==> config.mk <==
export PLATFORM = sky130hd
export DESIGN_NAME = multicycle_control
export DESIGN_NICKNAME = d
export VERILOG_FILES = /design/src/rtl/multicycle_control.sv
export SDC_FILE = /design/constraint.sdc
export NUM_CORES = 1
export LEC_CHECK = 0
export CAP_MARGIN = 30
export CORE_UTILIZATION = 35
export DETAILED_ROUTE_END_ITERATION = 8
export MAX_ROUTING_LAYER = met4
export PLACE_DENSITY = 0.61
export SLEW_MARGIN = 20
export SYNTH_ARGS = -nofsm -noshare
export SYNTH_HDL_FRONTEND = slang
export SYNTH_SLANG_ARGS = --single-unit
==> constraint.sdc <==
create_clock -name clk -period 3.09 [get_ports clk]
set_input_delay 0.618 -clock clk [delete_from_list [all_inputs] [get_ports clk]]
set_output_delay 0.618 -clock clk [all_outputs]
set_load 0.01 [all_outputs]
==> src/rtl/multicycle_control.sv <==
`default_nettype none
// ============================================================================
// Module      : multicycle_control
// Description : Moore control FSM for a multicycle RV32-style datapath.
//               Sequences fetch, decode, address generation, memory access,
//               execute and write-back, and counts retired instructions.
// Revision    : 1.0 - initial release
// ----------------------------------------------------------------------------
// Ports
//   clk           in   1  rising-edge clock
//   rst_n         in   1  asynchronous active-low reset
//   opcode        in   7  instruction-register opcode field
//   mem_ready     in   1  memory handshake, access completes when high
//   ALU_Op        out  2  00 add, 01 sub/compare, 10 funct-decoded
//   ALUSrcA       out  1  0 = PC, 1 = rs1
//   ALUSrcB       out  2  00 rs2, 01 const 4, 10 imm, 11 imm (branch target)
//   IorD .. illegal out 1 datapath enables / illegal-opcode pulse
//   state         out  4  current state code
//   retired_count out 16  retired-instruction counter (wraps)
// ============================================================================
module multicycle_control (
  input  logic        clk,
  input  logic        rst_n,
  input  logic [6:0]  opcode,
  input  logic        mem_ready,
  output logic [1:0]  ALU_Op,
  output logic        ALUSrcA,
  output logic [1:0]  ALUSrcB,
  output logic        IorD,
  output logic        MemRead,
  output logic        MemWrite,
  output logic        IRWrite,
  output logic        PCWrite,
  output logic        PCWriteCond,
  output logic        RegWrite,
  output logic        MemtoReg,
  output logic        illegal,
  output logic [3:0]  state,
  output logic [15:0] retired_count
);

  localparam logic [6:0] c_OP_LOAD   = 7'b0000011;
  localparam logic [6:0] c_OP_STORE  = 7'b0100011;
  localparam logic [6:0] c_OP_RTYPE  = 7'b0110011;
  localparam logic [6:0] c_OP_ITYPE  = 7'b0010011;
  localparam logic [6:0] c_OP_BRANCH = 7'b1100011;

  typedef enum logic [3:0] {
    S_FETCH     = 4'd0,
    S_DECODE    = 4'd1,
    S_MEM_ADDR  = 4'd2,
    S_MEM_READ  = 4'd3,
    S_LOAD_WB   = 4'd4,
    S_MEM_WRITE = 4'd5,
    S_EXECUTE   = 4'd6,
    S_ALU_WB    = 4'd7,
    S_BRANCH    = 4'd8,
    S_ILLEGAL   = 4'd9
  } state_t;

  state_t      r_state;
  logic [6:0]  r_op_q;
  logic [15:0] r_retired_count;
  logic        w_retire;

  // An instruction retires on the edge that leaves its final state; a store
  // only finishes once its write has been accepted by memory.
  assign w_retire = (r_state == S_LOAD_WB) || (r_state == S_ALU_WB) ||
                    (r_state == S_BRANCH)  ||
                    ((r_state == S_MEM_WRITE) && mem_ready);

  always_ff @(posedge clk or negedge rst_n) begin
    if (!rst_n) begin
      r_state         <= S_FETCH;
      r_op_q          <= 7'd0;
      r_retired_count <= 16'd0;
    end else begin
      // Added unconditionally so the counter is rewritten every cycle.
      r_retired_count <= r_retired_count + {15'd0, w_retire};
      case (r_state)
        S_FETCH: begin
          if (mem_ready) r_state <= S_DECODE;
        end
        S_DECODE: begin
          r_op_q <= opcode;
          case (opcode)
            c_OP_LOAD, c_OP_STORE: r_state <= S_MEM_ADDR;
            c_OP_RTYPE, c_OP_ITYPE: r_state <= S_EXECUTE;
            c_OP_BRANCH:            r_state <= S_BRANCH;
            default:                r_state <= S_ILLEGAL;
          endcase
        end
        S_MEM_ADDR: begin
          r_state <= (r_op_q == c_OP_LOAD) ? S_MEM_READ : S_MEM_WRITE;
        end
        S_MEM_READ: begin
          if (mem_ready) r_state <= S_LOAD_WB;
        end
        S_MEM_WRITE: begin
          if (mem_ready) r_state <= S_FETCH;
        end
        S_EXECUTE:  r_state <= S_ALU_WB;
        S_LOAD_WB,
        S_ALU_WB,
        S_BRANCH,
        S_ILLEGAL:  r_state <= S_FETCH;
        default:    r_state <= S_FETCH;
      endcase
    end
  end

  // Output decode from the state register. Gating with rst_n keeps every
  // output low while reset is held, even though the state sits in FETCH.
  always_comb begin
    ALU_Op      = 2'b00;
    ALUSrcA     = 1'b0;
    ALUSrcB     = 2'b00;
    IorD        = 1'b0;
    MemRead     = 1'b0;
    MemWrite    = 1'b0;
    IRWrite     = 1'b0;
    PCWrite     = 1'b0;
    PCWriteCond = 1'b0;
    RegWrite    = 1'b0;
    MemtoReg    = 1'b0;
    illegal     = 1'b0;
    if (rst_n) begin
      case (r_state)
        S_FETCH: begin
          MemRead = 1'b1;
          ALUSrcB = 2'b01;
          IRWrite = mem_ready;
          PCWrite = mem_ready;
        end
        S_DECODE: begin
          ALUSrcB = 2'b11;
        end
        S_MEM_ADDR: begin
          ALUSrcA = 1'b1;
          ALUSrcB = 2'b10;
        end
        S_MEM_READ: begin
          IorD    = 1'b1;
          MemRead = 1'b1;
        end
        S_LOAD_WB: begin
          RegWrite = 1'b1;
          MemtoReg = 1'b1;
        end
        S_MEM_WRITE: begin
          IorD     = 1'b1;
          MemWrite = 1'b1;
        end
        S_EXECUTE: begin
          ALUSrcA = 1'b1;
          ALU_Op  = 2'b10;
          ALUSrcB = (r_op_q == c_OP_RTYPE) ? 2'b00 : 2'b10;
        end
        S_ALU_WB: begin
          RegWrite = 1'b1;
        end
        S_BRANCH: begin
          ALUSrcA     = 1'b1;
          ALU_Op      = 2'b01;
          PCWriteCond = 1'b1;
        end
        S_ILLEGAL: begin
          illegal = 1'b1;
        end
        default: begin
          illegal = 1'b0;
        end
      endcase
    end
  end

  assign state         = r_state;
  assign retired_count = r_retired_count;

endmodule
`default_nettype wire

==> results.py, run 1 <==
metrics = {
    "status": {
        "status": "complete, no violations",
    },
    "sta": {
        "min_period_ns": 2.86,
        "rsz0062_at_grt": "false",
        "skew_ns": 0.00504,
        "post-route-period-util": 0.925,
        "fmax_ghz": 0.350,
        "worst-slew-pin-transition_ns": 0.642,
        "setup_violations": 0,
        "slew_headroom": 0.572,
        "worst_slack_ns": 0.232,
        "slew_violations": 0,
        "hold_viol": 0,
        "tns_ns": 0,
    },
    "clock_tree": {
        "cts-root-buf": "clkbuf_8",
        "insertion_delay_ns": 0.27,
        "clock_sinks": 27,
        "hold_buffers": 0,
        "clkTransAtPathRegs_ns": 0.09,
        "cts_tree": "done",
        "post-cts-setup-buffer-count": 0,
        "clock_path_buffers": 2,
        "cts_inserted_buffers": 3,
        "cts_max_level": 1,
        "post_cts_resized": 0,
    },
    "die": {
        "start_util": 0.369,
        "die_width_um": 67.2,
        "num_rows": 23,
        "ios": 44,
        "core_region_area_sq_um": 4030,
        "die_area_sq_um": 4520,
        "die_y_um": 67.2,
    },
    "setup_path": {
        "arrival_ns": 2.24,
        "worst-r2r-cell-count": 10,
        "cp-end-kind": "output pin",
        "r2r_end": "retired_count[8]$_DFF_PN0_",
        "cp-start-kind": "input port",
        "r2r-start": "state[1]$_DFFE_PN0P_",
        "worstPathRequired_ns": 2.47,
        "cp-endpoint": "IRWrite",
        "crit_type": "in -> out",
        "crit_fanout": 4,
        "worstSetupStartpoint": "rst_n",
        "ff2ff_setup_slack_ns": 0.60,
    },
    "detailed_routing": {
        "wirelength_um": 3340,
        "vias": 1253,
        "drt-initial-drc-count": 51,
        "drtPass1Iterations": 4,
        "post-route-drc-count": 0,
        "drtAntennaViolNets": 0,
        "wl_per_cell_um": 14.0,
        "vias_per_cell": 5.24,
    },
    "layout": {
        "fin_util": 0.496,
        "stdcell_count": 239,
        "drive_above_1_share": 0.0952,
        "area_delta_synth_final_pct": 34.2,
        "nNetsFinal": 203,
        "diodes": 0,
    },
    "logic_synthesis": {
        "synth-edff-count": 0,
        "synthesis.area_sq_um": 1490,
        "synth_top_area_frac": 0.454,
        "yosysMostFrequentCell": "dfrtp_1",
        "synth.net_count": 160,
        "yosysWarnings": 0,
        "synth_flop_cell": "dfrtp_1",
        "async_flop_share": 1.00,
        "synth_top_cells_by_count": "27 x dfrtp_1, 14 x xnor2_1, 10 x nand2_1, 10 x nand3_1, 10 x nor2_1",
        "syn_area_per_cell_sq_um": 10.1,
        "synth.largest_area_cell": "dfrtp_1",
        "synth_cells": 147,
        "ys_seq_area_frac": 0.454,
        "netlist_top_cells_area": "dfrtp_1 45%, xnor2_1 8.2%, mux2_2 6.1%, nand3_1 3.4%, nor3_1 3.0%",
        "yosysUniqueCellTypes": 40,
        "yosys_register_bits": 27,
    },
    "placed_design": {
        "place_ws_ns": 0.236,
        "dp_cells": 235,
        "place.gp.congestion": 0.840,
        "hpwlAfterDp_um": 2460,
        "io_buffers": 43,
    },
    "grt": {
        "overflow": 0,
        "grt_max_degree": 28,
        "antenna_found_initial": 0,
        "grt_pass1_wl_um": 5470,
        "grt.total_usage": 0.168,
        "grt_pass1_vias": 1203,
    },
    "flow_run": {
        "maxCapViolCount": 0,
    },
    "power": {
        "leakagePower_nw": 0.786,
        "powerDensity_nw_per_um2": 716,
        "total_power_mw": 1.43,
        "ir_drop_uv": 219,
    },
    "hold_path": {
        "hold_path.class": "reg -> reg",
    },
}
==> per-stage QoR <==
stage	area, sq um	hold WS [ns]
6_report	2000	0.475
5_1_grt	2000	0.508
4_1_cts	2000	0.487
3_5_place_dp	1950	0.473
3_3_place_gp	1950	0.470
2_1_floorplan	1490	0.322
==> registers in the layout, indices dropped and copies added, names as in the netlist <==
name / flops
r_op_q: 7
retired_count: 16
state: 4
==> cell families (layout without fill, tap and decap cells) <==
kind of cell               after synthesis  count (layout)  share of synthesized area
and+or+nand+nor                         65              65                      0.245
buffers and inverters                   11              53                     0.0446
DFF                                     27              27                      0.454
xor gates and xnor gates                15              15                     0.0883
AOI/OAI and AO/OA                       18              18                     0.0824
adders and majority gates                3               3                     0.0252
muxes                                    8               8                     0.0606
==> metal layers <==
metal / up-vias / wire length, um / GRT usage
met4: 0 / 66 / 0.0718
li1: 607 / - / -
met3: 6 / 164 / 0.0220
met5: - / 0 / -
met2: 44 / 1580 / 0.274
met1: 596 / 1530 / 0.209
==> placed cells by master, fill, tap and decap left out, drive strengths merged, types with 2 or more instances in the layout <==
master	instances
a211oi	2
a21oi	4
a31oi	2
and3	3
buf	3
clkbuf	3
clkdlybuf4s50	43
dfrtp	27
ha	3
inv	3
mux2	8
nand2	10
nand2b	4
nand3	10
nand4	3
nor2	11
nor2b	2
nor3	9
nor4	2
nor4b	2
o21ai	2
o31ai	2
or3	2
xnor2	14
==> final cells by class <==
type | count | area [sq um]
well taps | 50 | 62.6
fillers | 370 | 2030
repair buffers | 46 | 453
multi-input cells | 109 | 746
inverters | 3 | 11.3
clock buffers | 3 | 41.3
flip-flops and latches | 27 | 676
clock inverters | 1 | 7.51
==> report_power, final <==
part / internal, mW / switching, mW / leakage (nW)
registers: 0.453 / 0.117 / 0.349
logic: 0.360 / 0.296 / 0.416
clock network: 0.0916 / 0.112 / 0.0217
total: 0.904 / 0.526 / 0.786
==> worst min-delay path by stage <==
stage / end / cells after the start / slack, ns / startpoint
finish: retired_count[15]$_DFF_PN0_ / 1 / 0.48 / retired_count[15]$_DFF_PN0_
global route: retired_count[15]$_DFF_PN0_ / 1 / 0.51 / retired_count[15]$_DFF_PN0_
detailed placement: retired_count[15]$_DFF_PN0_ / 1 / 0.47 / retired_count[15]$_DFF_PN0_
floorplan: r_op_q[0]$_DFFE_PN0N_ / 0 / 0.32 / rst_n
global placement: retired_count[15]$_DFF_PN0_ / 1 / 0.47 / retired_count[15]$_DFF_PN0_
CTS: retired_count[15]$_DFF_PN0_ / 1 / 0.49 / retired_count[15]$_DFF_PN0_
==> critical path: stages <==
cell             delay (ns)
clkdlybuf4s50_1        0.54
nand2_1                0.09
nor4b_1                0.39
clkdlybuf4s50_1        0.61
(Power assumes the default switching activity.)
==> inputs of run 2 (changes only) <==
CORE_UTILIZATION = 33   (was 35)
PLACE_DENSITY = 0.64   (was 0.61)
==> run 2 against run 1 <==
Compared with the run above: sequential share of layout area is 0.11 points lower; maximum frequency decreased by 1.9%; worst hold slack lost 0.0026 ns; critical path depth stayed put; critical endpoint is now PCWrite; routed wire length up 2.7%; flip-flop and latch count unchanged; global-route usage shrank 2.0 points; sequential power shrank 2%; final area increased by 0.31%; combinational power grew 5.2%; register-to-register slack got worse by 0.09 ns.
==> results.py, run 2 (synthesis results as in run 1) <==
metrics = {
    "status": {
        "status": "complete, no violations",
    },
    "hold_path": {
        "hold_path.class": "reg -> reg",
    },
    "detailed_routing": {
        "drtAntennaViolNets": 0,
        "highest_layer": "met4",
        "met1_length_um": 1500,
        "wl_per_cell_um": 14.2,
        "drt-initial-drc-count": 110,
        "drtPass1Iterations": 4,
        "vias_per_cell": 5.33,
        "dr_wl_met2_um": 1710,
        "vias": 1290,
        "post-route-drc-count": 0,
        "dr_wl_met3_um": 161,
        "wirelength_um": 3430,
    },
    "sta": {
        "slew_violations": 0,
        "worst-slew-pin-transition_ns": 0.647,
        "post-route-period-util": 0.943,
        "fmax_ghz": 0.343,
        "hold_slack_ns": 0.473,
        "tns_ns": 0,
        "setup_violations": 0,
        "rsz0062_at_grt": "false",
        "hold_viol": 0,
        "slew_headroom": 0.569,
        "min_period_ns": 2.91,
        "skew_ns": 0.00398,
    },
    "layout": {
        "n_fill_cell": 402,
        "drive_above_1_share": 0.0947,
        "multi_input_area_sq_um": 746,
        "diodes": 0,
        "final_cell_mix": "43 x clkdlybuf4s50_1, 27 x dfrtp_1, 14 x xnor2_1",
        "final_common_cell": "clkdlybuf4s50_1",
        "nNetsFinal": 204,
        "area_delta_synth_final_pct": 34.7,
        "largest_register_ffs": 16,
        "seq_area_sq_um": 676,
    },
    "placed_design": {
        "hpwlAfterDp_um": 2590,
        "io_buffers": 43,
        "place.gp.congestion": 0.829,
    },
    "clock_tree": {
        "clock_sinks": 27,
        "insertion_delay_ns": 0.27,
        "cts_max_level": 1,
        "cts-root-buf": "clkbuf_8",
        "clock_path_buffers": 2,
        "post_cts_resized": 0,
        "cts_inserted_buffers": 3,
        "hold_buffers": 0,
        "cts_tree": "done",
        "post-cts-setup-buffer-count": 0,
        "clkTransAtPathRegs_ns": 0.09,
    },
    "setup_path": {
        "cp-start-kind": "input port",
        "worstPathRequired_ns": 2.47,
        "cpLargestDelayFamily": "buffers and inverters",
        "crit_buf_inv": 2,
        "arrival_ns": 2.30,
        "crit_type": "in -> out",
        "cp_common_cell": "clkdlybuf4s50_1",
        "crit_fanout": 4,
        "cpPeakStageDelay_ns": 0.61,
        "crit_chain": "clkdlybuf4s50_1, nand2_1, nor4b_1, clkdlybuf4s50_1",
        "slowest_stage": "clkdlybuf4s50_1",
        "cp-end-kind": "output pin",
    },
    "power": {
        "leakagePower_nw": 0.792,
        "powerDensity_nw_per_um2": 721,
        "ir_drop_uv": 325,
    },
    "die": {
        "die_y_um": 69.1,
        "start_util": 0.342,
        "die_width_um": 69.1,
        "ios": 44,
        "die_area_sq_um": 4780,
        "core_region_area_sq_um": 4350,
        "num_rows": 24,
    },
    "grt": {
        "grt.total_usage": 0.148,
        "overflow": 0,
        "grt_max_degree": 28,
        "grt_pass1_wl_um": 5580,
        "grt_pass1_vias": 1225,
        "antenna_found_initial": 0,
    },
    "flow_run": {
        "maxCapViolCount": 0,
    },
}
[run 2: changes by cell type in the layout (fill, tap and decap cells not counted)]
cell and change:
clkinvlp_4 -1, buf_4 +1, clkbuf_1 +1
[run 2: per-stage QoR]
stage	cells	utilization	worst slack (ns)	power (mW)	cell area, sq um
final	242	0.460	0.177	1.45	2000
after global routing	242	0.460	0.0872	1.55	2000
after CTS	242	0.460	0.177	1.45	2000
after detailed placement	238	0.450	0.179	1.26	1960
after global placement	238	0.450	0.248	1.23	1960
after floorplan	147	-	0.758	0.984	1490
[run 2: worst reg2reg max path, cell delays in order (launching register included)]
cell and delay, ns:
dfrtp_1 0.76, o21ai_0 0.19, o21ai_0 0.12, nand3b_1 0.10, o31ai_1 0.14, ha_1 0.29, ha_1 0.22, nand2_1 0.07
nor2_1 0.28, nand4_1 0.16, xnor2_1 0.14
[run 2: worst paths after layout]
kind                                                   from                          end  slack [ns]  depth (start not counted)
worst max register to register         state[1]$_DFFE_PN0P_   retired_count[8]$_DFF_PN0_        0.51                         10
max in group asynchronous                             rst_n   retired_count[4]$_DFF_PN0_        1.96                          2
worst min-delay path            retired_count[15]$_DFF_PN0_  retired_count[15]$_DFF_PN0_        0.47                          1
worst min register to register  retired_count[15]$_DFF_PN0_  retired_count[15]$_DFF_PN0_        0.47                          1
min in group asynchronous                             rst_n        r_op_q[5]$_DFFE_PN0N_        0.87                          2
worst max-delay path                                  rst_n                      PCWrite        0.18                          4
[run 2: per-layer routing]
layer | GRT usage | vias up
met5 | - | -
met4 | 0.0499 | 0
met3 | 0.0292 | 6
met2 | 0.236 | 43
met1 | 0.187 | 629
li1 | - | 612
[run 2: layout make-up]
| cell class | instances | share of cell area |
|---|---|---|
| sequential | 27 | 0.337 |
| timing repair buffer | 47 | 0.230 |
| inverter | 3 | 0.00562 |
| clock buffer | 4 | 0.0225 |
| multi-input combinational | 109 | 0.372 |
| tap | 52 | 0.0325 |
[run 2: power breakdown]
part | total, mW | internal, mW | leakage, nW | switching [mW]
combinational | 0.690 | 0.366 | 0.421 | 0.324
clock | 0.195 | 0.0922 | 0.0228 | 0.103
sequential | 0.560 | 0.453 | 0.349 | 0.107
total | 1.45 | 0.911 | 0.792 | 0.534
